==> src/rtl/serializer_pkg.sv <==
// Shared widths and FSM encoding for the 8-bit serializer.
package serializer_pkg;
  localparam int WORD_W = 8;
  localparam int SEL_W  = 3;

  typedef enum logic {
    IDLE  = 1'b0,
    SHIFT = 1'b1
  } state_t;
endpackage

==> src/rtl/multiplexer8x1.sv <==
// 8-to-1 bit multiplexer: y = w[s].
module multiplexer8x1 (
  input  logic [7:0] w,
  input  logic [2:0] s,
  output logic       y
);
  assign y = w[s];
endmodule

==> src/rtl/serializer8.sv <==
// Parallel-to-serial converter with valid/ready on both sides; one bit per beat,
// back-to-back words with no bubble when a new word arrives on the last beat.
import serializer_pkg::*;

module serializer8 #(
  parameter bit MSB_FIRST = 1'b0
) (
  input  logic              clk,
  input  logic              reset,
  input  logic [WORD_W-1:0] din,
  input  logic              din_valid,
  output logic              din_ready,
  output logic              sout,
  output logic              sout_valid,
  input  logic              sout_ready,
  output logic              sout_last,
  output logic              busy
);
  localparam logic [SEL_W-1:0] SEL_FIRST = MSB_FIRST ? SEL_W'(WORD_W-1) : '0;
  localparam logic [SEL_W-1:0] SEL_LAST  = MSB_FIRST ? '0 : SEL_W'(WORD_W-1);

  state_t            state, state_nxt;
  logic [WORD_W-1:0] word, word_nxt;
  logic [SEL_W-1:0]  sel, sel_nxt;
  logic              mux_y;
  logic              accept;

  assign busy       = (state == SHIFT);
  assign sout_valid = busy;
  assign sout_last  = busy && (sel == SEL_LAST);
  // Only the final beat of a word can hand off to the next one.
  assign din_ready  = !busy || (sout_last && sout_ready);
  assign accept     = din_valid && din_ready;

  multiplexer8x1 u_mux (
    .w (word),
    .s (sel),
    .y (mux_y)
  );

  assign sout = busy & mux_y;

  always_ff @(posedge clk) begin
    if (reset) begin
      state <= IDLE;
      word  <= '0;
      sel   <= '0;
    end else begin
      state <= state_nxt;
      word  <= word_nxt;
      sel   <= sel_nxt;
    end
  end

  always_comb begin
    state_nxt = state;
    word_nxt  = word;
    sel_nxt   = sel;
    case (state)
      IDLE: begin
        if (accept) begin
          word_nxt  = din;
          sel_nxt   = SEL_FIRST;
          state_nxt = SHIFT;
        end
      end
      SHIFT: begin
        if (sout_ready) begin
          if (sout_last) begin
            if (accept) begin
              word_nxt = din;
              sel_nxt  = SEL_FIRST;
            end else begin
              state_nxt = IDLE;
            end
          end else begin
            sel_nxt = MSB_FIRST ? sel - SEL_W'(1) : sel + SEL_W'(1);
          end
        end
      end
      default: state_nxt = IDLE;
    endcase
  end
endmodule

==> config.mk <==
export PLATFORM = sky130hd
export DESIGN_NAME = serializer8
export DESIGN_NICKNAME = d
export VERILOG_FILES = /design/src/rtl/serializer_pkg.sv /design/src/rtl/multiplexer8x1.sv /design/src/rtl/serializer8.sv
export SDC_FILE = /design/constraint.sdc
export NUM_CORES = 1
export LEC_CHECK = 0
export ABC_AREA = 1
export CORE_MARGIN = 3
export CORE_UTILIZATION = 40
export DETAILED_ROUTE_END_ITERATION = 6
export GPL_TIMING_DRIVEN = 0
export PLACE_DENSITY = 0.74
export REMOVE_ABC_BUFFERS = 1
export SLEW_MARGIN = 20
export SYNTH_ARGS = -nofsm -noshare
export SYNTH_HDL_FRONTEND = slang
export SYNTH_SLANG_ARGS = --single-unit
==> constraint.sdc <==
create_clock -name clk -period 3.3 [get_ports clk]
set_input_delay 0.33 -clock clk [delete_from_list [all_inputs] [get_ports clk]]
set_output_delay 0.33 -clock clk [all_outputs]
set_load 0.02 [all_outputs]
==> run_results.csv, run 1 <==
group,metric,value,unit
power_and_ir_drop,p_total,0.3151,mW
sta,fin_crit,2.443,ns
layout,mostFrequentLayoutCells,"nand2_1, clkdlybuf4s50_1, inv_1, nand3_1, dfxtp_1",
drt,dr.pass1.iters,4,
clocking,cts_num_sinks,12,
yosys,synth.avg_cell_area,6.613,um^2
power_and_ir_drop,irDropWorstVdd,0.2289,mV
power_and_ir_drop,pwr-share-clk,0.283,
sta,hold_viol,0,
drt,wl,1311,um
layout,drive_above_1_share,0.05607,
power_and_ir_drop,p_switching,0.08829,mW
sta,clock.fmax,409.3,MHz
layout,final_common_cell,"nand2_1",
global_routing,grt_remaining_overflow,0,
clocking,cts_setup_buffers,0,
power_and_ir_drop,switching_share,0.2802,
placement,dpl_cell_area,764.5,um^2
sta,fin_crit_sh,0.7404,
worst_setup_path,cp_max_fo,9,
floorplan,die_y,44.79,um
sta,fin_skew,0.001655,ns
clocking,cts_inserted_buffers,3,
placement,portBuffers,16,
placement,place_congestion,0.8261,
clocking,clkTransAtPathRegs,0.07,ns
power_and_ir_drop,p_seq_frac,0.510,
sta,fin_tns_setup,0,ns
worst_setup_path,critical_path_class,"reg -> out",
layout,fill_cells,150,
sta,post-route-worst-setup-slack,0.8567,ns
floorplan,rows,13,
yosys,yosysUniqueCellTypes,14,
yosys,synth.yosys.seq_area_share,0.3992,
drt,drtIter0Drc,15,
layout,finish.instance_area,787.0,um^2
sta,slew-limit-headroom,0.7471,
power_and_ir_drop,pwr-share-comb,0.207,
placement,place_inst,119,
worst_setup_path,cp.required,2.97,ns
floorplan,dieArea,2006,um^2
sta,rsz0062_at_grt,"false",
yosys,syn_area,601.8,um^2
yosys,synthCells,91,
clocking,clock_latency,0.27,ns
clocking,htree_num_levels,1,
layout,nets,123,
clocking,cts_buffer_depth,2,
placement,place_worst_setup_slack,1.161,ns
sta,finalSetupViolations,0,
floorplan,io_pins,17,
min_path,hold_path_class,"reg -> reg",
global_routing,antenna_found_initial,0,
drt,vias,597,
sta,tightest_slew,0.3782,ns
drt,via_per_inst,4.893,
floorplan,die_w,44.79,um
placement,dp_hpwl,987,um
worst_setup_path,cp-end-kind,"output port",
layout,synthToLayoutAreaGrowth,30.77,%
floorplan,core-area,1350,um^2
worst_setup_path,worstPathArrival,2.11,ns
yosys,ys_warn_count,0,
drt,ant_nets,0,
clocking,cts.repair.resized,0,
power_and_ir_drop,p_int,0.2268,mW
job,cap_viol_max_count,0,
power_and_ir_drop,p_per_area,400.4,nW/um^2
global_routing,grt_max_degree,11,
yosys,ys_ff_latch,12,
clocking,cts_tree,"done",
layout,utilization,0.5829,
floorplan,start_util,0.4458,
layout,fin_cells,122,
drt,drc,0,
worst_setup_path,crit_path_start_kind,"register",
global_routing,grt_pass1_vias,578,
status,outcome,"finished clean",
layout,antenna_cells,0,
clocking,clock-root-buffer,"clkbuf_4",
clocking,cts_hold_buffers,0,
power_and_ir_drop,leakagePower,0.3540,nW
sta,hold_ws,0.4691,ns
layout,regArea,240.2,um^2
sta,finalMaxSlewViolations,0,
global_routing,grt_usage,0.1635,
global_routing,grt_pass1_wl,2387,um
drt,drt-wirelength-per-cell,10.75,um
layout,multi_input_area,281.5,um^2
==> per-layer routing <==
metal  global-route usage  routed length (um)
met3              0.02789                  64
met5                    0                   0
met2               0.2521                 602
met1               0.1995                 601
met4               0.1287                  42
==> kinds of logic (layout without fill, tap and decap cells) <==
logic type,count (synthesis),count (layout),synth area share
fa+ha+maj,2,2,0.04157
flops,12,12,0.3992
simple gates,45,45,0.3202
xor+xnor,1,1,0.01456
compound gates,11,11,0.09147
buf+inv,20,36,0.1330
==> cells in the mapped netlist <==
cell type | n | share of area
clkbuf_1 | 1 | 0.0062
o21ai_0 | 3 | 0.025
nand3_1 | 14 | 0.12
nor2_1 | 5 | 0.031
buf_4 | 1 | 0.012
inv_2 | 2 | 0.012
dfxtp_1 | 12 | 0.40
inv_1 | 15 | 0.094
ha_1 | 2 | 0.042
a21oi_1 | 8 | 0.067
nand2_1 | 25 | 0.16
nand3_2 | 1 | 0.017
buf_2 | 1 | 0.0083
xor2_1 | 1 | 0.015
==> layout make-up <==
cell class                      instances  area share
Multi-Input combinational cell         59      0.3577
Sequential cell                        12      0.3052
Timing Repair Buffer                   16      0.2035
Inverter                               17     0.08108
Clock buffer                            3     0.02862
Tap cell                               15     0.02385
==> power groups by stage <==
stage / sequential [mW] / clock, mW / combinational [mW]
floorplan: 0.165 / 0 / 0.0327
global placement: 0.164 / 0 / 0.0632
CTS: 0.161 / 0.0913 / 0.0660
global route: 0.162 / 0.0977 / 0.0738
finish: 0.161 / 0.0892 / 0.0653
detailed placement: 0.164 / 0 / 0.0653
==> sequential cells by signal, indices dropped and copies added, names as in the netlist <==
register and flops:
busy 1, word 8, sel 3
==> critical path: stages (launching register included) <==
cell	delay (ns)
dfxtp_1	0.46
ha_1	0.20
ha_1	0.17
inv_1	0.06
nand2_1	0.09
nand2_1	0.09
inv_2	0.15
clkdlybuf4s50_1	0.63
==> final timing paths <==
| path | slack (ns) | depth (start not counted) | from | endpoint |
|---|---|---|---|---|
| setup reg to reg | 1.78 | 8 | sel[0] | word[3] |
| hold / removal | 0.47 | 2 | word[5] | word[5] |
| hold reg to reg | 0.47 | 2 | word[5] | word[5] |
| setup / recovery | 0.86 | 7 | sel[0] | din_ready |
No activity file was read; power rests on OpenSTA's default activity.
==> inputs of run 2 (changes only) <==
PLACE_DENSITY = 0.76   (was 0.74)
clock period = 2.2 ns   (was 3.3 ns; I/O delays follow)
==> run 2 against run 1 <==
Against the previous run: register-to-register slack worse by 0.97 ns; largest cell class unchanged; sequential cell count stayed put; final area stayed put; clock power is 46% higher; wire length is 8.2% lower; highest routed layer unchanged; sequential share of layout area is 0.16 points higher; first-iteration DRC count is 60% higher; non-clock buffer count stayed put; global-route usage is 2.4 points lower; via count is 3.4% lower.
==> run_results.csv, run 2 (synthesis gave the netlist of run 1 again) <==
group,metric,value,unit
drt,drc,0,
worst_setup_path,critical-path-max-stage-delay,0.60,ns
drt,wl,1204,um
clocking,cts_buffer_depth,2,
drt,drtIter0Drc,24,
job,cap_viol_max_count,0,
power_and_ir_drop,leakagePower,0.3558,nW
global_routing,grt_remaining_overflow,0,
sta,hold_viol,0,
power_and_ir_drop,irDropWorstVdd,0.4703,mV
worst_setup_path,worstPathArrival,1.71,ns
worst_setup_path,path_cells,"inv_2, nand2_1, nand3_1, nand2_1, nor2_1, nor2_1, clkdlybuf4s50_1",
worst_setup_path,critical_path_class,"reg -> out",
clocking,cts_num_sinks,12,
layout,final_common_cell,"nand2_1",
layout,utilization,0.5829,
clocking,cts_tree,"done",
worst_setup_path,reg2reg_to,"sel[1]",
status,outcome,"finished clean",
floorplan,die_y,44.79,um
worst_setup_path,cpMaxStageDelayCell,"clkdlybuf4s50_1",
worst_setup_path,r2r_cells,7,
drt,via_per_inst,4.730,
clocking,htree_num_levels,1,
placement,portBuffers,16,
clocking,clkTransAtPathRegs,0.07,ns
global_routing,grt_usage,0.1392,
layout,nets,123,
sta,fin_tns_setup,0,ns
global_routing,grt_pass1_vias,478,
floorplan,start_util,0.4458,
sta,tightest_slew,0.3797,ns
placement,place_inst,119,
worst_setup_path,cp_max_fo,7,
placement,place_worst_setup_slack,0.1803,ns
sta,rsz0062_at_grt,"false",
worst_setup_path,crit_path_start_kind,"register",
floorplan,rows,13,
layout,synthToLayoutAreaGrowth,30.77,%
worst_setup_path,r2r_start,"sel[0]",
sta,finalMaxSlewViolations,0,
min_path,whs_path_depth,2,
placement,place_congestion,0.8113,
clocking,clock_latency,0.27,ns
floorplan,io_pins,17,
clocking,cts_inserted_buffers,3,
power_and_ir_drop,p_per_area,593.5,nW/um^2
clocking,cts_setup_buffers,0,
layout,mostFrequentLayoutCells,"nand2_1, inv_1, clkdlybuf4s50_1, nand3_1, dfxtp_1",
global_routing,antenna_found_initial,0,
layout,largest_reg_flops,8,
clocking,clock-root-buffer,"clkbuf_4",
sta,fin_skew,0.0005126,ns
drt,drt-wirelength-per-cell,9.869,um
layout,drive_above_1_share,0.06542,
sta,clock.fmax,519.0,MHz
layout,fin_cells,122,
global_routing,grt_pass1_wl,1973,um
layout,antenna_cells,0,
worst_setup_path,cp-end-kind,"output port",
floorplan,die_w,44.79,um
layout,top_register,"word",
sta,finalSetupViolations,0,
sta,slew-limit-headroom,0.7461,
drt,ant_nets,0,
min_path,hold_path_class,"reg -> reg",
worst_setup_path,cp.required,1.98,ns
drt,vias,577,
floorplan,core-area,1350,um^2
min_path,min_to,"word[2]",
sta,fin_crit_sh,0.8758,
floorplan,dieArea,2006,um^2
placement,dp_hpwl,941.7,um
min_path,hold_start,"word[2]",
sta,post-route-worst-setup-slack,0.2733,ns
sta,fin_crit,1.927,ns
drt,dr.pass1.iters,4,
sta,hold_ws,0.4666,ns
global_routing,grt_max_degree,11,
worst_setup_path,r2r_slack,0.81,ns
layout,fill_cells,143,
[run 2: cell count changes in the layout (fill, tap and decap cells not counted), sizes merged]
cell	delta
dlygate4sd2	+1
clkdlybuf4s50	-1
[run 2: worst max-delay path by stage]
stage	start	endpoint	slack [ns]	depth (start not counted)
2_1_floorplan	sel[0]	word[0]	0.84	8
3_3_place_gp	sel[0]	din_ready	0.19	7
3_5_place_dp	sel[0]	din_ready	0.18	7
4_1_cts	sel[0]	sout	0.25	7
5_1_grt	sel[0]	sout	0.13	7
6_report	sel[0]	sout	0.27	7
[run 2: what timing repair did]
action	in CTS	in global routing
hold buffers	0	0
resized for setup	2	0
setup endpoints to repair	1	0
[run 2: per-stage QoR]
step                power [mW]  cell area, um^2
floorplan               0.2962            585.6
global placement        0.3419            764.5
detailed placement      0.3439            764.5
CTS                     0.4747            787.0
global route            0.4952            787.0
finish                  0.4671            787.0
[run 2: cell type report]
| cell class | count | area (um^2) | share of cell area |
|---|---|---|---|
| Multi-Input combinational cell | 59 | 281.5 | 0.3577 |
| Sequential cell | 12 | 241.5 | 0.3068 |
| Timing Repair Buffer | 16 | 158.9 | 0.2019 |
| Inverter | 17 | 63.81 | 0.08108 |
| Clock buffer | 3 | 22.52 | 0.02862 |
| Tap cell | 15 | 18.77 | 0.02385 |
[run 2: critical path: cells and delay by family (launching register included)]
family                 cells  cell delay [ns]
and+or+nand+nor            5             0.35
DFF                        1             0.41
buffers and inverters      2             0.68
[run 2: power by group]
part / leakage (nW) / internal [mW] / switching, mW
combinational: 0.243 / 0.0457 / 0.0500
sequential: 0.0988 / 0.230 / 0.0109
clock: 0.0138 / 0.0634 / 0.0667
[run 2: routing by layer]
metal / up-vias / track usage / routed length [um]
met5: - / 0 / 0
met4: 0 / 0.07018 / 12
met3: 2 / 0.04781 / 62
li1: 319 / - / -
met2: 14 / 0.2149 / 582
met1: 242 / 0.1716 / 547
